<file path="config.mk">
export PLATFORM = sky130hd
export DESIGN_NAME = key_debounce
export DESIGN_NICKNAME = d
export VERILOG_FILES = /design/src/rtl/key_debounce_pkg.sv /design/src/rtl/key_debounce_cell.sv /design/src/rtl/key_debounce.sv
export SDC_FILE = /design/constraint.sdc
export NUM_CORES = 1
export LEC_CHECK = 0
export BUFFER_PORTS_ARGS = -buffer_cell sky130_fd_sc_hd__buf_4
export CORE_ASPECT_RATIO = 0.7
export CORE_MARGIN = 5
export CORE_UTILIZATION = 35
export DETAILED_ROUTE_END_ITERATION = 10
export PLACE_DENSITY = 0.51
export SLEW_MARGIN = 0
export SYNTH_ARGS = -nofsm -noshare
export SYNTH_HDL_FRONTEND = slang
export SYNTH_HIERARCHICAL = 1
export SYNTH_SLANG_ARGS = --single-unit
</file>
<file path="constraint.sdc">
create_clock -name clk -period 1.7 [get_ports clk]
set_clock_uncertainty 0.1 [all_clocks]
set_input_delay 0.17 -clock clk [delete_from_list [all_inputs] [get_ports clk]]
set_output_delay 0.17 -clock clk [all_outputs]
set_load 0.01 [all_outputs]
</file>
<file path="src/rtl/key_debounce_pkg.sv">
// Shared defaults and width helper for the key_debounce input-conditioning block.
package key_debounce_pkg;

    localparam int KEY_DEBOUNCE_CYCLES_DEF = 20000;
    localparam int KEY_LONG_CYCLES_DEF     = 1000000;

    // Counter width for a count that runs 0..cycles-1, never narrower than 1 bit.
    function automatic int cnt_width(input int cycles);
        return (cycles <= 2) ? 1 : $clog2(cycles);
    endfunction

endpackage

</file>
<file path="src/rtl/key_debounce_cell.sv">
// One key channel: 2-flop synchroniser, stability filter, press/release pulses.
// Optional long-press hold counter when LONG_PRESS_EN is defined.
module key_debounce_cell
    import key_debounce_pkg::*;
#(
    parameter int DEBOUNCE_CYCLES = KEY_DEBOUNCE_CYCLES_DEF
`ifdef LONG_PRESS_EN
   ,parameter int LONG_CYCLES     = KEY_LONG_CYCLES_DEF
`endif
) (
    input  logic clk,
    input  logic rst,
    input  logic key_in,
    output logic key_out,
    output logic key_press,
    output logic key_release
`ifdef LONG_PRESS_EN
   ,output logic long_press
`endif
);

    localparam int            CW      = cnt_width(DEBOUNCE_CYCLES);
    localparam logic [CW-1:0] CNT_MAX = CW'(DEBOUNCE_CYCLES - 1);

    logic          s1_q, s2_q;
    logic [CW-1:0] cnt_q, cnt_d;
    logic          key_q, key_d;
    logic          press_q, press_d;
    logic          release_q, release_d;

    always_comb begin
        // NOTE: every always_comb output gets a default first so no path leaves it unassigned (no latch).
        cnt_d     = cnt_q;
        key_d     = key_q;
        press_d   = 1'b0;
        release_d = 1'b0;
        if (s2_q == key_q) begin
            cnt_d = '0;
        end else if (cnt_q == CNT_MAX) begin
            key_d     = s2_q;
            cnt_d     = '0;
            press_d   = s2_q;
            release_d = ~s2_q;
        end else begin
            cnt_d = cnt_q + 1'b1;
        end
    end

    always_ff @(posedge clk or posedge rst) begin
        // NOTE: sequential state uses non-blocking assignments so every flop samples pre-edge values.
        if (rst) begin
            s1_q      <= 1'b0;
            s2_q      <= 1'b0;
            cnt_q     <= '0;
            key_q     <= 1'b0;
            press_q   <= 1'b0;
            release_q <= 1'b0;
        end else begin
            s1_q      <= key_in;
            s2_q      <= s1_q;
            cnt_q     <= cnt_d;
            key_q     <= key_d;
            press_q   <= press_d;
            release_q <= release_d;
        end
    end

    assign key_out     = key_q;
    assign key_press   = press_q;
    assign key_release = release_q;

`ifdef LONG_PRESS_EN
    localparam int            HW       = cnt_width(LONG_CYCLES);
    localparam logic [HW-1:0] HOLD_MAX = HW'(LONG_CYCLES - 1);

    logic [HW-1:0] hold_q, hold_d;
    logic          fired_q, fired_d;
    logic          long_q, long_d;

    // Hold counter saturates at HOLD_MAX; fired_q limits it to one pulse per press.
    always_comb begin
        hold_d  = hold_q;
        fired_d = fired_q;
        long_d  = 1'b0;
        if (!key_q) begin
            hold_d  = '0;
            fired_d = 1'b0;
        end else if (hold_q != HOLD_MAX) begin
            hold_d = hold_q + 1'b1;
        end else if (!fired_q) begin
            long_d  = 1'b1;
            fired_d = 1'b1;
        end
    end

    always_ff @(posedge clk or posedge rst) begin
        if (rst) begin
            hold_q  <= '0;
            fired_q <= 1'b0;
            long_q  <= 1'b0;
        end else begin
            hold_q  <= hold_d;
            fired_q <= fired_d;
            long_q  <= long_d;
        end
    end

    assign long_press = long_q;
`endif

endmodule

</file>
<file path="src/rtl/key_debounce.sv">
// Debounces NUM_KEYS raw push-buttons into clean levels plus press/release pulses.
// Define LONG_PRESS_EN to add the long_press output and per-key hold counters.
module key_debounce
    import key_debounce_pkg::*;
#(
    parameter int NUM_KEYS        = 4,
    parameter int DEBOUNCE_CYCLES = KEY_DEBOUNCE_CYCLES_DEF,
    parameter int LONG_CYCLES     = KEY_LONG_CYCLES_DEF
) (
    input  logic                clk,
    input  logic                rst,
    input  logic [NUM_KEYS-1:0] key_in,
    output logic [NUM_KEYS-1:0] key_out,
    output logic [NUM_KEYS-1:0] key_press,
    output logic [NUM_KEYS-1:0] key_release
`ifdef LONG_PRESS_EN
   ,output logic [NUM_KEYS-1:0] long_press
`endif
);

    if (DEBOUNCE_CYCLES < 2 || LONG_CYCLES < 2) begin : g_param_check
        $error("key_debounce: DEBOUNCE_CYCLES and LONG_CYCLES must both be >= 2");
    end

    for (genvar i = 0; i < NUM_KEYS; i++) begin : g_key
        key_debounce_cell #(
            .DEBOUNCE_CYCLES (DEBOUNCE_CYCLES)
`ifdef LONG_PRESS_EN
           ,.LONG_CYCLES     (LONG_CYCLES)
`endif
        ) u_cell (
            .clk         (clk),
            .rst         (rst),
            .key_in      (key_in[i]),
            .key_out     (key_out[i]),
            .key_press   (key_press[i]),
            .key_release (key_release[i])
`ifdef LONG_PRESS_EN
           ,.long_press  (long_press[i])
`endif
        );
    end

endmodule

</file>
==> impl_metrics.tcl <==
set metrics [dict create \
    status "finished, final reports clean" \
    tns_ns 0 \
    die_y_um 98.93 \
    cts_htree_levels 3 \
    portBuffers 17 \
    synthTopCellsByArea "dfrtp_1 51%, xnor2_1 6.2%, xor2_1 6.2%" \
    place_hpwl_mm 4.879 \
    post_drt_via_cell_ratio 4.577 \
    grt_pass1_wl_mm 12.28 \
    fin_ws_ns 0.09055 \
    drt-pass1-iter-count 4 \
    max_clock_freq_mhz 621.3 \
    ir_drop_uv 524.4 \
    critical_path_class "reg2reg" \
    reg2reg_from "g_key[2].u_cell/cnt_q[1]" \
    p_sw_frac 0.2213 \
    clkSlewWorstSetupHoldPaths_ns 0.06 \
    synth_top_area_share 0.5063 \
    cp.required_ns 1.82 \
    core_um2 11050 \
    crit_path_start "g_key[2].u_cell/cnt_q[1]" \
    cts_buffers 9 \
    cts_root_buf "clkbuf_16" \
    combPwrFrac 0.041 \
    yosysUniqueCellTypes 24 \
    hp-start "g_key[0].u_cell/s1_q" \
    p_switching_uw 848.6 \
    finalHoldViolations 0 \
    drt_iter0_drc 136 \
    p_leak_uw 0.002181 \
    fin_nets 391 \
    end_kind "register" \
    routedWlPerCell_um 13.08 \
    fin_util 0.4254 \
    report.final.slew_viol_count 0 \
    crit_arrival_ns 1.72 \
    first_global_vias 2526 \
    crit_path_max_incr_delay_ns 0.36 \
    drc_errors 0 \
    clkPwrFrac 0.446 \
    critPathMaxFanout 5 \
    wirelength_mm 7.049 \
    ios 18 \
    grt_setup_unrepaired "false" \
    gr-total-overflow 0 \
    area_growth_pct 18.89 \
    clk_path_buf_depth 2 \
    cpMaxStageDelayCell "dfrtp_1" \
    path_cells "ha_1, and4_1, nand4_4, mux2_4" \
    ys_seq_area_frac 0.5063 \
    power.internal_uw 2986 \
    diodes 0 \
    synth_nets 342 \
    yosysTopAreaCell "dfrtp_1" \
    rows 32 \
    synth_cells 332 \
    die_x_um 137.0 \
    maxCapViolCount 0 \
    clock_latency_ns 0.33 \
    fp.dieArea_um2 13560 \
    avgSynthCellArea_um2 11.91 \
    yosys_warnings 6 \
    track_usage 0.1144 \
    max-slew-margin-rel 0.7583 \
    fin_crit_ns 1.609 \
    syn-cell-area_um2 3954 \
    drive_above_1_share 0.2565 \
    final_common_cell "dfrtp_1" \
    final_cell_mix "80 x dfrtp_1, 52 x nor2_1, 45 x buf_4, 28 x xor2_1, 28 x xnor2_1" \
    cts_tree "done" \
    ys_seq_elements 80 \
    grt_max_degree 21 \
    critPathLaunchType "register" \
    pre_cts_ws_ns 0.05756 \
    p_per_area_nw_per_um2 815.7 \
    seqPwrFrac 0.513 \
    antenna_found_initial 0 \
    ant_nets 0 \
    start_util 0.3578 \
    num_vias 2467 \
    period_share 0.9467 \
    hp-class "reg2reg" \
    setup_viol_count_final 0 \
    worst_pin_slew_ns 0.3626 \
    place_congestion 0.7214 \
    cts_sinks 80 \
]
## final cells by class
class	instances	area, µm²
Inverter	4	15.01
Clock buffer	13	240.2
Tap cell	153	191.4
Multi-Input combinational cell	236	1846
Timing Repair Buffer	50	387.9
Fill cell	1067	6350
Sequential cell	80	2002
Clock inverter	3	18.77
## worst paths after layout
| path | end | slack (ns) | cells after the start |
|---|---|---|---|
| min reg2reg | g_key[0].u_cell/s2_q | 0.25 | 0 |
| max | g_key[2].u_cell/key_out | 0.09 | 4 |
| max in group asynchronous | g_key[0].u_cell/key_release | 0.92 | 4 |
| max reg2reg | g_key[2].u_cell/key_out | 0.09 | 4 |
| min in group asynchronous | g_key[3].u_cell/s1_q | 0.35 | 4 |
| min | g_key[0].u_cell/s2_q | 0.25 | 0 |
## cells in the mapped netlist, drive strengths merged
| library cell | instances |
|---|---|
| clkbuf | 4 |
| mux2 | 4 |
| and4 | 12 |
| nor2 | 56 |
| nand3 | 16 |
| nor3b | 8 |
| nand4 | 24 |
| buf | 8 |
| xnor2 | 28 |
| dfrtp | 80 |
| nor3 | 8 |
| nor4 | 12 |
| xor2 | 28 |
| inv | 4 |
| and3 | 4 |
| ha | 4 |
| and4bb | 4 |
| and2 | 8 |
| nand2 | 20 |
## layer usage
layer  vias up  part of all wire  wire, µm  GRT usage
met1      1190              0.54      3812     0.1692
li1       1242                 -         -          -
met5         -                 0         0          0
met4         0             0.013        95    0.04525
met3         7             0.027       190    0.02755
met2        28              0.42      2950     0.1597
## state kept, by name (all words and copies together), names as in the netlist
signal	cells
g_key.u_cell/key_release	4
g_key.u_cell/s1_q	4
g_key.u_cell/key_press	4
g_key.u_cell/s2_q	4
g_key.u_cell/key_out	4
g_key.u_cell/cnt_q	60
## cell families after synthesis
kind of cell,Yosys count,synth area share
buffers and inverters,16,0.03165
XOR/XNOR,56,0.1241
flip-flops,80,0.5063
AND/OR/NAND/NOR,172,0.3101
adder cells (fa/ha/maj),4,0.01266
multiplexers,4,0.01519
## power by group through the flow
| stage | clock network, µW | registers [µW] | logic, µW |
|---|---|---|---|
| 2_1_floorplan | 0 | 2000 | 102 |
| 3_3_place_gp | 0 | 2000 | 148 |
| 3_5_place_dp | 0 | 2000 | 152 |
| 4_1_cts | 1780 | 1970 | 161 |
| 5_1_grt | 1840 | 1970 | 183 |
| 6_report | 1710 | 1970 | 158 |
## critical path, delay by kind of cell (launching register included)
family / cells / cell delay (ns)
multiplexers: 1 / 0.33
adder cells (fa/ha/maj): 1 / 0.21
AND/OR/NAND/NOR: 2 / 0.50
flip-flops: 1 / 0.36
## stage by stage
stage          cell area [µm²]  total power (µW)  cells  hold WS, ns
2_1_floorplan             3954              2098    332      0.03383
3_3_place_gp              4373              2148    518       0.1503
3_5_place_dp              4373              2154    518       0.1513
4_1_cts                   4682              3912    539       0.2491
5_1_grt                   4701              3999    539       0.2499
6_report                  4701              3834    539       0.2462
## timing repair
action,CTS,global route
setup endpoints to repair,0,39
hold buffers,5,0
buffers inserted,0,0
hold endpoints to repair,84,0
resized for setup,0,5
Note: power is estimated with default switching activity, not from simulation.
